$ cat src/rtl/uart_tx_arbiter_pkg.sv
// uart_tx_arbiter_pkg: shared state encoding and frame-time helper for the uart_tx arbiter
package uart_tx_arbiter_pkg;

    typedef enum logic {
        IDLE = 1'b0,
        BUSY = 1'b1
    } arbState_t;

    // One 10-bit frame plus two bit-times of margin, in system clocks
    function automatic int frameCycles(input int sysClock, input int baudRate);
        return 12 * (sysClock / baudRate);
    endfunction

endpackage

$ cat src/rtl/uart_tx_arbiter_rr_priority_picker.sv
// rr_priority_picker: picks the first set request at or after the pointer, wrapping modulo NUM_REQ
module rr_priority_picker #(
    parameter int NUM_REQ = 4
) (
    input  logic [NUM_REQ-1:0]         i_ReqVec,
    input  logic [$clog2(NUM_REQ)-1:0] i_Ptr,
    output logic [NUM_REQ-1:0]         o_WinOneHot,
    output logic [$clog2(NUM_REQ)-1:0] o_WinIdx
);
    localparam int IW = $clog2(NUM_REQ);

    // Walk offsets from farthest to nearest so the nearest hit is written last
    always_comb begin
        o_WinIdx = '0;
        for (int i = NUM_REQ - 1; i >= 0; i--) begin
            if (i_ReqVec[(int'(i_Ptr) + i) % NUM_REQ]) o_WinIdx = IW'((int'(i_Ptr) + i) % NUM_REQ);
        end
        o_WinOneHot = |i_ReqVec ? NUM_REQ'(1) << o_WinIdx : '0;
    end

endmodule

$ cat src/rtl/uart_tx_arbiter.sv
// uart_tx_arbiter: round-robin sharing of one uart_tx among NUM_REQ byte producers, with a frame watchdog
module uart_tx_arbiter
    import uart_tx_arbiter_pkg::*;
#(
    parameter int NUM_REQ        = 4,
    parameter int SYS_CLOCK      = 50000000,
    parameter int UART_BAUDRATE  = 115200,
    parameter int TIMEOUT_CYCLES = frameCycles(SYS_CLOCK, UART_BAUDRATE)
) (
    input  logic                 i_SysClock,
    input  logic                 i_Reset,
    input  logic [NUM_REQ-1:0]   i_ReqValid,
    input  logic [NUM_REQ*8-1:0] i_ReqByte,
    output logic [NUM_REQ-1:0]   o_ReqAck,
    output logic [NUM_REQ-1:0]   o_ReqDone,
    output logic [NUM_REQ-1:0]   o_Grant,
    output logic                 o_TxValid,
    output logic [7:0]           o_TxByte,
    input  logic                 i_TxDone,
    output logic                 o_Busy,
    output logic                 o_Timeout
);
    localparam int IW = $clog2(NUM_REQ);
    localparam int WW = $clog2(TIMEOUT_CYCLES + 1);

    arbState_t          state;
    logic [IW-1:0]      ptr;
    logic [IW-1:0]      owner;
    logic [IW-1:0]      winIdx;
    logic [NUM_REQ-1:0] winOneHot;
    logic [WW-1:0]      watchdog;
    logic               doneSeen;
    logic               wdExpired;

    rr_priority_picker #(.NUM_REQ(NUM_REQ)) picker (
        .i_ReqVec    (i_ReqValid),
        .i_Ptr       (ptr),
        .o_WinOneHot (winOneHot),
        .o_WinIdx    (winIdx)
    );

    // A done in the launch cycle cannot belong to the frame just started
    assign doneSeen  = i_TxDone && !o_TxValid;
    assign wdExpired = watchdog == WW'(TIMEOUT_CYCLES - 1);

    always_ff @(posedge i_SysClock) begin
        if (i_Reset) begin
            state     <= IDLE;
            ptr       <= '0;
            owner     <= '0;
            watchdog  <= '0;
            o_ReqAck  <= '0;
            o_ReqDone <= '0;
            o_Grant   <= '0;
            o_TxValid <= 1'b0;
            o_TxByte  <= 8'h00;
            o_Busy    <= 1'b0;
            o_Timeout <= 1'b0;
        end else begin
            o_TxValid <= 1'b0;
            o_ReqAck  <= '0;
            o_ReqDone <= '0;
            o_Timeout <= 1'b0;
            if (state == IDLE) begin
                if (|i_ReqValid) begin
                    owner     <= winIdx;
                    o_TxByte  <= i_ReqByte[{winIdx, 3'b000} +: 8];
                    o_TxValid <= 1'b1;
                    o_ReqAck  <= winOneHot;
                    o_Grant   <= winOneHot;
                    o_Busy    <= 1'b1;
                    watchdog  <= '0;
                    state     <= BUSY;
                end
            end else begin
                watchdog <= watchdog + 1'b1;
                if (doneSeen || wdExpired) begin
                    o_ReqDone <= doneSeen ? NUM_REQ'(1) << owner : '0;
                    o_Timeout <= !doneSeen;
                    ptr       <= owner == IW'(NUM_REQ - 1) ? '0 : owner + 1'b1;
                    o_Grant   <= '0;
                    o_Busy    <= 1'b0;
                    state     <= IDLE;
                end
            end
        end
    end

endmodule
$ cat config.mk
export PLATFORM = sky130hd
export DESIGN_NAME = uart_tx_arbiter
export DESIGN_NICKNAME = d
export VERILOG_FILES = /design/src/rtl/uart_tx_arbiter_pkg.sv /design/src/rtl/uart_tx_arbiter_rr_priority_picker.sv /design/src/rtl/uart_tx_arbiter.sv
export SDC_FILE = /design/constraint.sdc
export NUM_CORES = 1
export LEC_CHECK = 0
export CAP_MARGIN = 20
export CORE_ASPECT_RATIO = 0.5
export CORE_MARGIN = 4
export CORE_UTILIZATION = 40
export CTS_CLUSTER_SIZE = 16
export DETAILED_ROUTE_END_ITERATION = 12
export GPL_TIMING_DRIVEN = 0
export PLACE_DENSITY = 0.76
export SLEW_MARGIN = 20
export SYNTH_ARGS = -nofsm -noshare
export SYNTH_HDL_FRONTEND = slang
export SYNTH_HIERARCHICAL = 1
export SYNTH_SLANG_ARGS = --single-unit
$ cat constraint.sdc
create_clock -name i_SysClock -period 3.6 [get_ports i_SysClock]
set_input_delay 0.54 -clock i_SysClock [delete_from_list [all_inputs] [get_ports i_SysClock]]
set_output_delay 0.54 -clock i_SysClock [all_outputs]
set_load 0.02 [all_outputs]
Word-level counts from Yosys, hierarchy flattened

Index checks and enable logic that the tools add are counted.

Logic and storage cells: 76
Bits of input ports: 39
Bits in latches: 0
Memories: 0
RAM bits: 0
Output and inout bits: 23
Memory bits (read-only): 0
Bits in registers: 41

Bitwise operators: 7
Divide/modulo/power cells: 0
Shift-type cells: 3
$add $sub $neg: 5
Multiply operators: 0
Eq/ne operators: 3
Mux-type cells: 27
Reductions and logical operators: 16
Magnitude comparators: 4

Operators by type and width:

| cell                    | number |
|---|---|
| $shiftx A32 B6 Y8       | 1 |
| $mux W13                | 2 |
| $add A13 B1 Y13 const B | 1 |
| $eq A13 B13 Y1 const B  | 1 |
| $mux W1                 | 13 |
| $lt A3 B4 Y1 const B    | 3 |
| $mux W4                 | 3 |
| $mux W2                 | 5 |
| $bmux W1 S2             | 4 |
| $reduce_or A2 Y1        | 4 |
| $reduce_or A4 Y1        | 2 |
| $shl A1 B2 Y4 const A   | 2 |
| $reduce_and A2 Y1       | 3 |
| $reduce_or A3 Y1        | 2 |
| $add A2 B1 Y2 const B   | 2 |
| $add A2 B2 Y2 const B   | 2 |
| $not A1 Y1              | 4 |
| $and A1 B1 Y1 const A   | 3 |
| $lt A2 B3 Y1 const B    | 1 |
| $eq A2 B2 Y1 const B    | 1 |
| $logic_not A1 Y1        | 2 |
| $ne A2 B1 Y1 const B    | 1 |
| $reduce_bool A2 Y1      | 1 |
| $logic_and A1 B1 Y1     | 1 |
| $logic_or A1 B1 Y1      | 1 |

Logic depth before layout (Yosys ltp)

Word-level depth: 13
Mapped depth: 8
Depth with buffers taken out: 6

Cells and area by module

Netlist, hierarchy kept.

Modules (own cells, without submodules):

| module             | times used | cells an instance | seq. area each (µm²) | area each (µm²) |
|---|---|---|---|---|
| uart_tx_arbiter    | 1          | 181               | 820.8                | 1794.2 |
| rr_priority_picker | 1          | 31                | 0.0                  | 203.9 |

Worst setup path before layout

No wires, ideal clock.

Path kind: input-to-reg
Start point: in i_ReqValid[0]
End point: reg o_TxByte[3]
Slack: 1.516 ns
Stages: 8
Path buffers: 2
Library setup time: 0.132 ns
Arrival: 1.952 ns
Data required time: 3.468 ns
Cells stage by stage: buf_4 a21boi_0 o22ai_1 a31oi_1 buf_2 mux4_2 nand2_1 a21oi_1

Longest elaborated chain between the ends: 8
Elaborated cells between the ends (all ways): 18
Classes of those cells: 1 x shift; 15 x mux; 2 x reduce/logical

RTL lines:

| what                                        | RTL line                                 | source |
|---|---|---|
| start: declaration                          | uart_tx_arbiter.sv:12                    | `input logic [NUM_REQ-1:0] i_ReqValid,` |
| $bmux W1 S2                                 | uart_tx_arbiter_rr_priority_picker.sv:16 | `if (i_ReqVec[(int'(i_Ptr) + i) % NUM_REQ]) o_WinIdx = IW'((int'(i_Ptr) + i) % NUM_REQ);` |
| $mux W1 (implied by the code) (2 in series) | uart_tx_arbiter_rr_priority_picker.sv:16 |  |
| $mux W2 (3 in series)                       | uart_tx_arbiter_rr_priority_picker.sv:16 |  |
| $mux W2 (*)                                 | uart_tx_arbiter_rr_priority_picker.sv:16 |  |
| via winIdx[0]                               | uart_tx_arbiter.sv:29                    | `logic [IW-1:0] winIdx;` |
| $shiftx A32 B6 Y8 (*)                       | uart_tx_arbiter.sv:67                    | `o_TxByte <= i_ReqByte[{winIdx, 3'b000} +: 8];` |
| end signal: assignment                      | uart_tx_arbiter.sv:67                    |  |
| end: declaration                            | uart_tx_arbiter.sv:18                    | `output logic [7:0] o_TxByte,` |

The timed path passes the listed nets; every way through them passes the cells marked *. The select of a mux whose other input is x is not followed.
A chain may end at the register's enable or synchronous reset.

Final worst setup path

Start point: in i_ReqValid[1]
End point: reg o_TxByte[5]

Same word-level chain as after synthesis.

==> flow_summary.json <==
{
  "die_w_um": 108.0,
  "maxSlewHeadroom_pct": 53.93,
  "post-cts-setup-buffers": 0,
  "final_cell_mix": "61 x clkdlybuf4s50_1, 41 x dfxtp_1, 26 x nand2_1",
  "dieHeight_um": 57.98,
  "rsz0062_at_grt": "false",
  "fin_skew_ns": 0.004396,
  "final_area_um2": 2774,
  "root_buffer": "clkbuf_8",
  "first_pass_iters": 4,
  "yosys_warnings": 6,
  "cts_resized": 0,
  "critPathSlowestCell": "mux4_2",
  "netlist_area_um2": 1998,
  "syn_inst": 212,
  "grt_pass1_vias": 1764,
  "crit_cells": 9,
  "hold_path_class": "register to register",
  "yosysUniqueCellTypes": 54,
  "p_leak_nw": 1.067,
  "required_ns": 3.75,
  "final_common_cell": "clkdlybuf4s50_1",
  "post-route-util_pct": 60.38,
  "num_rows": 17,
  "slowest_delay_ns": 0.56,
  "core_area_um2": 4594,
  "min_period_over_period_pct": 67.97,
  "hold_viol_final": 0,
  "area_growth_pct": 38.82,
  "drt-total-wl_um": 5077,
  "postSynthAreaPerCell_um2": 9.425,
  "vias": 1830,
  "route.detailed.drc": 0,
  "synthSimpleGateAreaFrac_pct": 21.73,
  "ant_nets": 0,
  "tns_ns": 0,
  "cts.sinks": 41,
  "path_clk_slew_ns": 0.07,
  "cp-start-kind": "input port",
  "crit_family": "buffers and inverters",
  "arrival_ns": 2.60,
  "fp.dieArea_um2": 6259,
  "regToRegStartpoint": "ptr[1]",
  "clk_path_buf_depth": 2,
  "via_per_inst": 5.274,
  "grt_first_pass_wirelength_um": 8314,
  "synth_seq_cells": 41,
  "grt_usage_pct": 16.69,
  "synth_top_area_share_pct": 41.08,
  "stdcell_count": 347,
  "max_cap_violations": 0,
  "dp_slack_ns": 0.8120,
  "fin_crit_ns": 2.447,
  "drv_slew": 0,
  "synthMuxAreaShare_pct": 10.58,
  "status": "finished clean",
  "synthAdderAreaFrac_pct": 1.252,
  "hpwlAfterDp_um": 4022,
  "synth_ff_type": "dfxtp_1",
  "crit_buf_inv": 3,
  "reg2reg_depth": 8,
  "initial_core_util_pct": 43.49,
  "routabilityCongestion": 0.8009,
  "holdBufCountCts": 0,
  "grt_remaining_overflow": 0,
  "drive_gt1_share_pct": 14.23,
  "synth_edf_count": 0,
  "synth_xor_area_share_pct": 0.8766,
  "endpoint": "o_TxByte[5]",
  "portBuffers": 61,
  "final_nets": 321,
  "whs_ns": 0.4573,
  "post_drt_wl_per_cell_um": 14.63,
  "dpl.cell_count": 339,
  "vdd_drop_max_mv": 0.1721,
  "worstMarginPinSlew_ns": 0.6853,
  "setup_viol": 0,
  "drt_iter0_markers": 85,
  "synth_top_family_by_area": "simple AND/OR/NAND/NOR gates",
  "synth_compound_area_share_pct": 18.22,
  "syn_nets": 253,
  "antenna_found_initial": 0,
  "synthTopCellsByArea": "dfxtp_1 41%, mux4_2 9.0%, a21oi_1 5.5%, nand2_1 4.9%, nor2_1 2.8%",
  "htreeDepth": 2,
  "crit_path_start": "i_ReqValid[1]",
  "synth_seq_area_share_pct": 41.08,
  "path_cells": "clkdlybuf4s50_1 -> buf_4 -> a21boi_0 -> o22ai_1 -> a31oi_1 -> buf_2 -> mux4_2 -> nand2_1 -> a21oi_1",
  "crit_path_end_kind": "register",
  "antenna_cells": 0,
  "critical_path_class": "input port to register",
  "placed_cell_area_um2": 2691,
  "power.total_mw": 0.9772,
  "worst_slack_ns": 1.153,
  "cellPowerDensity_nw_per_um2": 352.3,
  "cts_buffers": 5,
  "cts_tree": "yes",
  "reg2reg_slack_ns": 1.49,
  "max_freq_mhz": 408.7,
  "clock_latency_ns": 0.29,
  "async_reset_ff_share_pct": 0,
  "synth_top_area_cell": "dfxtp_1",
  "grt_start_max_net_pins": 13,
  "r2r_end": "o_TxByte[5]",
  "io_pins": 62,
  "crit_fanout": 9
}
-- cell usage after synthesis (4+ instances only) --
| library cell | number |
|---|---|
| a21oi_1 | 22 |
| inv_1 | 7 |
| nor3_1 | 4 |
| and3_1 | 5 |
| nand4_1 | 6 |
| nor2_1 | 15 |
| dfxtp_1 | 41 |
| clkbuf_1 | 4 |
| mux4_2 | 8 |
| nand2_1 | 26 |
| a41o_1 | 4 |
-- per-layer routing --
metal	global-route usage, %	vias up	wire length, µm
met5	0	-	0
met4	4.676	0	39
met3	3.003	5	152
met2	28.00	29	2425
met1	22.35	875	2459
li1	-	921	-
-- how the worst min path moves through the flow --
stage	start	to	cells past startpoint
after global placement	o_TxByte[1]	o_TxByte[1]	2
final	o_TxByte[2]	o_TxByte[2]	2
after detailed placement	o_TxByte[6]	o_TxByte[6]	2
after floorplan	owner[1]	o_ReqDone[1]	1
after global routing	o_TxByte[6]	o_TxByte[6]	2
after CTS	o_TxByte[3]	o_TxByte[3]	2
-- worst reg2reg max path, cell delays in order (launching register included) --
cell and delay [ns]:
dfxtp_1 0.40, buf_6 0.16, mux2i_1 0.19, o22ai_1 0.09, a31oi_1 0.14, buf_2 0.30
mux4_2 0.56, nand2_1 0.09, a21oi_1 0.06
-- where the power goes --
group          internal, mW  leakage, nW  switching, mW
Clock                 0.134       0.0450          0.148
Combinational         0.114        0.687         0.0940
Sequential            0.474        0.334         0.0138
-- flip-flops by register name (all words and copies together) (netlist names) --
| register | count |
|---|---|
| watchdog | 13 |
| o_TxByte | 8 |
| o_Grant | 4 |
| o_ReqAck | 4 |
| o_ReqDone | 4 |
| owner | 2 |
| ptr | 2 |
| o_Busy | 1 |
| o_Timeout | 1 |
| o_TxValid | 1 |
| state | 1 |
-- final cells by class --
cell class	instances	area, µm²
clock inverters	2	10.01
inverters	7	26.28
plain buffers	16	98.84
flip-flops and latches	41	820.8
fillers	412	1821
repair buffers	61	610.6
multi-input cells	148	1052
well taps	66	82.58
clock buffers	6	72.57
-- cells by family after synthesis --
family,after synthesis
AOI/OAI and AO/OA,53
xor gates and xnor gates,2
adders and majority gates,2
buffers and inverters,23
DFF,41
muxes,11
and+or+nand+nor,80
Note: power is estimated with default switching activity, not from simulation.
==> RTL change, RTL diff (same flow settings) <==
Put one more register stage on the output `o_Timeout`, cleared by the reset. The value now appears one clock later. The other outputs are not delayed to match.
--- a/src/rtl/uart_tx_arbiter.sv
+++ b/src/rtl/uart_tx_arbiter.sv
@@ -22,6 +22,8 @@
 );
     localparam int IW = $clog2(NUM_REQ);
     localparam int WW = $clog2(TIMEOUT_CYCLES + 1);
+
+    logic o_Timeout_s0;
 
     arbState_t          state;
     logic [IW-1:0]      ptr;
@@ -55,12 +57,12 @@
             o_TxValid <= 1'b0;
             o_TxByte  <= 8'h00;
             o_Busy    <= 1'b0;
-            o_Timeout <= 1'b0;
+            o_Timeout_s0 <= 1'b0;
         end else begin
             o_TxValid <= 1'b0;
             o_ReqAck  <= '0;
             o_ReqDone <= '0;
-            o_Timeout <= 1'b0;
+            o_Timeout_s0 <= 1'b0;
             if (state == IDLE) begin
                 if (|i_ReqValid) begin
                     owner     <= winIdx;
@@ -76,7 +78,7 @@
                 watchdog <= watchdog + 1'b1;
                 if (doneSeen || wdExpired) begin
                     o_ReqDone <= doneSeen ? NUM_REQ'(1) << owner : '0;
-                    o_Timeout <= !doneSeen;
+                    o_Timeout_s0 <= !doneSeen;
                     ptr       <= owner == IW'(NUM_REQ - 1) ? '0 : owner + 1'b1;
                     o_Grant   <= '0;
                     o_Busy    <= 1'b0;
@@ -86,4 +88,12 @@
         end
     end
 
+    always_ff @(posedge i_SysClock) begin
+        if (i_Reset) begin
+            o_Timeout <= '0;
+        end else begin
+            o_Timeout <= o_Timeout_s0;
+        end
+    end
+
 endmodule
Function: no difference found for any inputs over 4 cycles, from zero or initial values and one cycle with i_Reset high; that may be too few to reach the edited logic, so the function may still have changed.
==> RTL change against the original RTL <==
  * First-iteration DRC count fell by 18%
  * Utilization fell by 0.39 points
  * Worst setup slack got worse by 290 ps
  * Synthesized area rose by 0.44%
  * Design area fell by 0.18%
  * Non-clock buffer count fell by 1
  * Sequential power rose by 2%
  * Sequential share of layout area rose by 0.78 points
  * Global-route usage fell by 0.056 points
  * Sequential cell count rose by 1
  * Power rose by 1.2%
  * Routed wire length fell by 1.3%
==> RTL change: results (changes against the original RTL) <==
* Top cells by area, synth: dfxtp_1 (42%), mux4_2 (9.0%), a21oi_1 (5.7%), nand2_1 (4.9%), a41o_1 (2.0%)
* Setup Skew at 6.50 ps (+2.10 ps)
* Clock Latency Late Sink at 290 ps (about the same)
* Distinct cells, synth at 50 (-7.4%)
* Vias in the first global route at 1816 (+2.9%)
* H-tree Lvls at 2 (unchanged)
* Crit-path max FO at 9 (unchanged)
* PortBufs at 60 (-1.6%)
* Largest regs: watchdog: 13 flops, o_TxByte: 8 flops
* Ratio of cells with drive above 1 in the final layout at 10.4% (-3.9 points)
* CTS Buf Count at 5 (unchanged)
* Seq/Total Area, Yosys at 41.9% (+0.82 points)
* DP Area at 2690 um2 (about the same)
* Vias per cell at 5.42 (+2.8%)
* Post-DP HPWL at 3.94 mm (-2.0%)
* Commonest cells in the synthesized netlist: dfxtp_1 (42), nand2_1 (26), a21oi_1 (23)
* Ys flop type: dfxtp_1
* Clk slew on worst S/H paths at about 80 ps
* Internal power at 0.727 mW (+0.75%)
* Pleak at 1.01 nW (-5.3%)
* Antenna diode instance count at 0 (unchanged)
* Peak supply drop at 0.153 mV (-11%)
* Status: completed
* First-iteration detailed-routing DRC count at 70 (-18%)
* GRT Util Overall at 16.6% (-0.056 points)
* Final estimated routing congestion in global placement at 0.808 (+0.86%)
* Root Driver: clkbuf_8
* Initial antenna violation count at 0 (unchanged)
* First-pass GRT wire length at 8.38 mm (+0.83%)
* Routed len/inst at 14.5 um (-1.0%)
* Relative slew slack at 51.9% (-2.0 points)
* Async set-reset flop share out of synthesis at 0% (unchanged)
* Critical Path AT at 2900 ps (+300 ps)
* First-pass detailed-route iteration total at 5 (+1)
* CTS max path bufs at 2 (unchanged)
* Pin count of the biggest net entering global routing at 13 (unchanged)
* Post-CTS Setup Repair Bufs at 0 (unchanged)
* Post-Syn Nets at 254 (+0.40%)
[RTL change: cell count changes in the layout (fill, tap and decap cells not counted), moves of 2 or more]
cell / delta
buf_2: -3
nand3_1: +3
a31o_1: +3
clkbuf_1: +5
a31o_2: -3
xnor2_1: -2
xor2_1: +2
nor2_1: -6
nor4b_1: +2
[RTL change: worst paths after layout]
check           startpoint           to  slack, ps  cells past startpoint
min           o_Timeout_s0    o_Timeout        460                      1
max reg2reg         ptr[1]  o_TxByte[1]       1160                      8
min reg2reg   o_Timeout_s0    o_Timeout        460                      1
max          i_ReqValid[1]  o_TxByte[1]        860                      9
[RTL change: cells by family (layout without fill, tap and decap cells)]
| group | count (synthesis) | count (layout) | synth area share, % |
|---|---|---|---|
| simple gates | 81 | 81 | 22.3 |
| buf+inv | 23 | 90 | 5.80 |
| compound gates | 53 | 53 | 17.9 |
| mux | 10 | 10 | 9.97 |
| xor+xnor | 2 | 2 | 0.873 |
| flops | 42 | 42 | 41.9 |
| fa+ha+maj | 2 | 2 | 1.25 |
[RTL change: stage by stage]
stage	worst slack (ps)	util [%]	hold WS, ps	cells
2_1_floorplan	1270	-	414	213
6_report	860	60.0	457	346
3_3_place_gp	564	58.3	443	339
4_1_cts	806	60.0	461	346
3_5_place_dp	497	58.3	449	339
5_1_grt	608	60.0	470	346
[RTL change: layer usage]
layer	GRT usage (%)	share of wire [%]
met1	21.2	45
met3	2.00	2.9
met2	30.2	51
met5	0	0
met4	4.32	0.98
[RTL change: power by group through the flow]
| stage | clock network, mW | registers, mW | logic, mW |
|---|---|---|---|
| 4_1_cts | 0.291 | 0.499 | 0.208 |
| 3_3_place_gp | 0 | 0.508 | 0.203 |
| 2_1_floorplan | 0 | 0.526 | 0.0949 |
| 5_1_grt | 0.305 | 0.501 | 0.224 |
| 3_5_place_dp | 0 | 0.510 | 0.207 |
| 6_report | 0.284 | 0.499 | 0.206 |
[RTL change: worst max-delay path, cell delays in order]
cell and delay (ps):
clkdlybuf4s50_1 470, buf_4 150, a21boi_0 190, o22ai_1 110
a31oi_1 150, clkbuf_1 540, mux4_2 590, nand2_1 80
a21oi_1 60
[RTL change: final cells by class]
cell class                      count  area [um2]
Fill cell                         398        1850
Sequential cell                    42         841
Clock buffer                        5        68.8
Tap cell                           66        82.6
Timing Repair Buffer               60         601
Buffer                             16        90.1
Multi-Input combinational cell    148        1050
Inverter                            7        26.3
Clock inverter                      2        10.0
